File: src/rtl/key_debounce.sv
// rtl/key_debounce.sv - four-key synchronise/debounce stage with press, release and encoded key events
// Optional long-press detection is built when KEY_LONGPRESS_EN is defined.
module key_debounce #(
    parameter int DEBOUNCE_CYC = 20,
    parameter int LONG_CYC     = 200
) (
    input  logic       clk,
    input  logic       rst,
    input  logic [3:0] key_n,
    output logic [3:0] key_level,
    output logic [3:0] key_press,
    output logic [3:0] key_release,
    output logic       key_valid,
    output logic [1:0] key_code,
    output logic [3:0] key_long
);

    localparam int CW = $clog2(DEBOUNCE_CYC + 1);
    localparam logic [CW-1:0] CNT_LAST = CW'(DEBOUNCE_CYC - 1);
    localparam logic [CW-1:0] CNT_ONE  = CW'(1);

    typedef enum logic [1:0] {
        ST_UP,
        ST_WAIT_DOWN,
        ST_DOWN,
        ST_WAIT_UP
    } state_t;

    generate
        if (DEBOUNCE_CYC < 2 || LONG_CYC <= DEBOUNCE_CYC) begin : g_bad_params
            $error("key_debounce: need DEBOUNCE_CYC >= 2 and LONG_CYC > DEBOUNCE_CYC");
        end
    endgenerate

    logic [3:0]    sync1;
    logic [3:0]    sync2;
    state_t        state     [4];
    state_t        state_nxt [4];
    logic [CW-1:0] cnt       [4];
    logic [CW-1:0] cnt_nxt   [4];
    logic [3:0]    press_evt;
    logic [3:0]    release_evt;
    logic [3:0]    held;
    logic [3:0]    press_q;
    logic [3:0]    release_q;
    logic [1:0]    press_code;

    // Inverted sense: a 1 on sync2 means the key is physically pressed.
    always_ff @(posedge clk) begin
        if (rst) begin
            sync1 <= 4'b0000;
            sync2 <= 4'b0000;
        end else begin
            sync1 <= ~key_n;
            sync2 <= sync1;
        end
    end

    always_ff @(posedge clk) begin
        if (rst) begin
            for (int i = 0; i < 4; i++) begin
                state[i] <= ST_UP;
                cnt[i]   <= '0;
            end
        end else begin
            for (int i = 0; i < 4; i++) begin
                state[i] <= state_nxt[i];
                cnt[i]   <= cnt_nxt[i];
            end
        end
    end

    // Counter is cleared on every exit from a WAIT state, so it never wraps.
    always_comb begin
        press_evt   = 4'b0000;
        release_evt = 4'b0000;
        for (int i = 0; i < 4; i++) begin
            state_nxt[i] = state[i];
            cnt_nxt[i]   = cnt[i];
            case (state[i])
                ST_UP: begin
                    if (sync2[i]) begin
                        state_nxt[i] = ST_WAIT_DOWN;
                        cnt_nxt[i]   = CNT_ONE;
                    end
                end
                ST_WAIT_DOWN: begin
                    if (!sync2[i]) begin
                        state_nxt[i] = ST_UP;
                        cnt_nxt[i]   = '0;
                    end else if (cnt[i] == CNT_LAST) begin
                        state_nxt[i] = ST_DOWN;
                        cnt_nxt[i]   = '0;
                        press_evt[i] = 1'b1;
                    end else begin
                        cnt_nxt[i] = cnt[i] + CNT_ONE;
                    end
                end
                ST_DOWN: begin
                    if (!sync2[i]) begin
                        state_nxt[i] = ST_WAIT_UP;
                        cnt_nxt[i]   = CNT_ONE;
                    end
                end
                ST_WAIT_UP: begin
                    if (sync2[i]) begin
                        state_nxt[i] = ST_DOWN;
                        cnt_nxt[i]   = '0;
                    end else if (cnt[i] == CNT_LAST) begin
                        state_nxt[i]   = ST_UP;
                        cnt_nxt[i]     = '0;
                        release_evt[i] = 1'b1;
                    end else begin
                        cnt_nxt[i] = cnt[i] + CNT_ONE;
                    end
                end
                default: begin
                    state_nxt[i] = ST_UP;
                    cnt_nxt[i]   = '0;
                end
            endcase
        end
    end

    // WAIT_UP still reports the key as held, so the level only drops with the release pulse.
    always_comb begin
        held = 4'b0000;
        for (int i = 0; i < 4; i++) begin
            held[i] = (state[i] == ST_DOWN) || (state[i] == ST_WAIT_UP);
        end
    end

    always_comb begin
        press_code = 2'b00;
        for (int i = 3; i >= 0; i--) begin
            if (press_q[i]) begin
                press_code = 2'(i);
            end
        end
    end

    // Transition pulses are captured with the FSM edge, then presented through one output register stage.
    always_ff @(posedge clk) begin
        if (rst) begin
            press_q     <= 4'b0000;
            release_q   <= 4'b0000;
            key_level   <= 4'b0000;
            key_press   <= 4'b0000;
            key_release <= 4'b0000;
            key_valid   <= 1'b0;
            key_code    <= 2'b00;
        end else begin
            press_q     <= press_evt;
            release_q   <= release_evt;
            key_level   <= held;
            key_press   <= press_q;
            key_release <= release_q;
            key_valid   <= |press_q;
            if (|press_q) begin
                key_code <= press_code;
            end
        end
    end

`ifdef KEY_LONGPRESS_EN
    localparam int HW = $clog2(LONG_CYC + 1);
    localparam logic [HW-1:0] HOLD_LAST = HW'(LONG_CYC - 1);
    localparam logic [HW-1:0] HOLD_ONE  = HW'(1);

    logic [HW-1:0] hold_cnt [4];
    logic [3:0]    long_done;
    logic [3:0]    long_q;

    // Hold time accrues only in DOWN; a WAIT_UP bounce pauses it rather than restarting it.
    always_ff @(posedge clk) begin
        if (rst) begin
            for (int i = 0; i < 4; i++) begin
                hold_cnt[i] <= '0;
            end
            long_done <= 4'b0000;
            long_q    <= 4'b0000;
            key_long  <= 4'b0000;
        end else begin
            key_long <= long_q;
            for (int i = 0; i < 4; i++) begin
                long_q[i] <= 1'b0;
                if (press_evt[i]) begin
                    hold_cnt[i]  <= '0;
                    long_done[i] <= 1'b0;
                end else if (state[i] == ST_DOWN && !long_done[i]) begin
                    hold_cnt[i] <= hold_cnt[i] + HOLD_ONE;
                    if (hold_cnt[i] == HOLD_LAST) begin
                        long_q[i]    <= 1'b1;
                        long_done[i] <= 1'b1;
                    end
                end
            end
        end
    end
`else
    assign key_long = 4'b0000;
`endif

endmodule

File: config.mk
export PLATFORM = sky130hd
export DESIGN_NAME = key_debounce
export DESIGN_NICKNAME = d
export VERILOG_FILES = /design/src/rtl/key_debounce.sv
export SDC_FILE = /design/constraint.sdc
export NUM_CORES = 1
export LEC_CHECK = 0
export BUFFER_PORTS_ARGS = -buffer_cell sky130_fd_sc_hd__buf_2
export CAP_MARGIN = 15
export CORE_MARGIN = 1.5
export CORE_UTILIZATION = 51
export CTS_CLUSTER_SIZE = 30
export DETAILED_ROUTE_END_ITERATION = 12
export GPL_ROUTABILITY_DRIVEN = 0
export PLACE_DENSITY = 0.74
export SYNTH_ARGS = -nofsm -noshare
export SYNTH_HDL_FRONTEND = slang
export SYNTH_SLANG_ARGS = --single-unit
File: constraint.sdc
create_clock -name clk -period 1.2 [get_ports clk]
set_input_delay 0.18 -clock clk [delete_from_list [all_inputs] [get_ports clk]]
set_output_delay 0.18 -clock clk [all_outputs]
set_load 0.02 [all_outputs]
==> flow_summary.ini <==
[clock_tree]
clk_latency_ps = 330
cts_root_buffer = clkbuf_8
clock_sinks = 59
cts_tree = built
cts_made_buffers = 9
clock_path_buffers = 2
clkTransAtPathRegs_ps = 60
htreeDepth = 3

[worst_setup_path]
reg2reg_depth = 6
endpoint_kind = flip-flop
crit_required_ps = 1470
path_class = reg2reg
critPathSlowestCell = dfxtp_2
cp_max_fo = 3
arrival_ps = 1470
cp-start-kind = flip-flop
critPathTopFamily = simple AND/OR/NAND/NOR gates
crit_cells = 6
path_buf_inv = 1
critical_path.cell_chain = ha_4, buf_4, nand3_1, nor4_1, a31oi_1, a21oi_1
slowest_delay_ps = 350

[die]
io-pin-count = 25
dieArea_um2 = 4770
row_count = 23
die_w_um = 69.1
initial_core_util_pct = 54.5
coreArea_um2 = 4090
die_y_um = 69.1

[final_layout]
diodes = 0
multi_input_area_um2 = 1160
drive_above_1_share_pct = 39.3
syn2layout_area_growth_pct = 37.1
n_fill_cell = 284
nNetsFinal = 305
regArea_um2 = 1200

[run]
drv_cap = 0

[yosys]
synth_edf_count = 0
synth_cell_types = 35
synthFlopType = dfxtp_1
synthTopCellsByArea = dfxtp_1 (53%), nor2b_1 (4.5%), nor2_1 (4.0%)
synth_xor_area_share_pct = 3.48
synth_seq_cells = 59
synth.top_cell.area_share_pct = 53.0
synthSimpleGateAreaFrac_pct = 27.8
synth_top_family_by_area = simple AND/OR/NAND/NOR gates
ys_seq_area_share_pct = 53.0
synth.area.mux_share_pct = 0.899
avgSynthCellArea_um2 = 9.48
synthesis.area_um2 = 2230
synth_compound_area_share_pct = 9.21
yosys_warnings = 0
synthesis.instances = 235
async_flop_share_pct = 0
yosysTopAreaCell = dfxtp_1
synth_adder_area_share_pct = 2.25

[routing]
viasPerCell = 5.17
drc = 0
vias = 1808
ant_nets = 0
wl_per_cell_um = 12.4
drtIter0Drc = 42
routed_wl_um = 4340
drt-pass1-iter-count = 4

[min_path]
hp-class = in2reg
min_path_cells = 2

[sta]
post-route-period-util_pct = 101
finalSetupViolations = 1
hold_viol_final = 0
rsz0062_at_grt = true
finalHoldWorstSlack_ps = 13.8
finalClockSkew_ps = 6.14
layout_min_cycle_time_ps = 1210
fmax_mhz = 828
slew_violations = 0
postLayoutSetupSlackWorst_ps = -7.52

[power]
design_power_total_mw = 4.00
max-vdd-ir-drop_v = 0.00104
power.leakage_nw = 1.23
powerDensity_nw_per_um2 = 1310

[global_routing]
grt_pass1_vias = 1737
grt_pass1_wl_um = 7380
grt-ovfl-total = 0
antenna_found_initial = 0
grt_max_degree = 20
grt.total_usage_pct = 19.3

[placement]
dpl.hpwl_um = 2860
numPortBuffers = 20

[outcome]
failed_checks = negative setup slack
status = finished, violations left
[state kept, by name, indices dropped and copies added (netlist names), named ones only]
| name | flops |
|---|---|
| key_press | 4 |
| cnt | 20 |
| release_q | 4 |
| sync1 | 4 |
| key_level | 4 |
| press_q | 4 |
| key_release | 4 |
| state | 4 |
| key_valid | 1 |
| key_code | 2 |
| sync2 | 4 |
[cell families after synthesis]
group	after synthesis
AOI/OAI and AO/OA	36
xor gates and xnor gates	8
adders and majority gates	4
buffers and inverters	14
DFF	59
muxes	2
other	1
and+or+nand+nor	111
[what timing repair did]
item | 4_1_cts | 5_1_grt
pin swaps | 3 | 13
setup endpoints to repair | 17 | 28
resized for setup | 18 | 33
hold endpoints to repair | 3 | 0
hold buffers | 3 | 0
setup buffers | 0 | 2
[where the power goes]
part	internal [mW]	leakage, nW	switching (mW)	total [mW]
clock network	1.09	0.109	0.719	1.81
registers	1.99	0.486	0.0261	2.01
logic	0.0817	0.638	0.0939	0.176
[layer usage]
| metal | routed length, um | GRT usage (%) |
|---|---|---|
| met1 | 1860 | 21.2 |
| met2 | 2220 | 32.1 |
| met3 | 168 | 7.16 |
| met4 | 87 | 10.9 |
| met5 | 0 | 0 |
[worst paths after layout]
check | from | endpoint | slack (ps)
worst max-delay path | cnt[0][0]$_SDFFE_PP0P_ | cnt[0][4]$_SDFFE_PP0P_ | -8
worst min-delay path | key_n[1] | sync1[1]$_SDFF_PP0_ | 10
worst max register to register | cnt[0][0]$_SDFFE_PP0P_ | cnt[0][4]$_SDFFE_PP0P_ | -8
worst min register to register | release_q[3]$_SDFF_PP0_ | key_release[3]$_SDFF_PP0_ | 430
[stage by stage]
stage	cell area (um^2)	worst slack [ps]	instances	TNS, ps	util (%)
final	3050	-7.52	350	-7.52	74.7
after global placement	2610	-45.5	329	-82.9	63.8
after detailed placement	2610	-54.6	329	-286	63.8
after floorplan	2260	-7.90	238	-7.90	-
after CTS	2920	-7.80	348	-21.9	71.4
after global routing	3050	-113	350	-717	74.7
[Yosys cell counts (2+ instances only)]
| master | number |
|---|---|
| nand2b_1 | 3 |
| mux2i_1 | 2 |
| nor4b_1 | 3 |
| nand2_1 | 19 |
| nor3_2 | 3 |
| a31oi_1 | 3 |
| buf_2 | 3 |
| ha_1 | 4 |
| o21ai_0 | 10 |
| a21oi_1 | 15 |
| nor2b_1 | 16 |
| clkbuf_1 | 2 |
| nor3_1 | 10 |
| a211oi_1 | 5 |
| inv_1 | 5 |
| nand3b_1 | 3 |
| dfxtp_1 | 59 |
| and4bb_4 | 2 |
| nand3_1 | 13 |
| nor2_1 | 24 |
| xor2_1 | 3 |
| buf_4 | 4 |
| xnor2_1 | 4 |
| nor4_1 | 5 |
| and2_1 | 3 |
| nor3b_1 | 3 |
[cells in the final DEF (no fill, tap or decap), types with 5 or more instances in the layout]
master,instances
inv_1,5
nand2_1,16
nor2b_1,15
clkbuf_8,15
nor2_1,20
buf_4,28
dfxtp_1,41
nand3_1,12
a21oi_1,13
nor3_1,6
o21ai_0,7
nor4_1,5
dfxtp_2,18
buf_2,20
[worst register-to-register path: stages, from the launching register on]
cell and delay (ps):
dfxtp_2 350, ha_4 130, buf_4 110, nand3_1 110, nor4_1 250, a31oi_1 70
a21oi_1 120
[final cells by class]
class                           count  area share (%)
Clock buffer                       16            6.88
Multi-Input combinational cell    165            38.1
Inverter                            5           0.615
Sequential cell                    59            39.4
Timing Repair Buffer               55            12.9
Tap cell                           50            2.05
(Power assumes the default switching activity.)
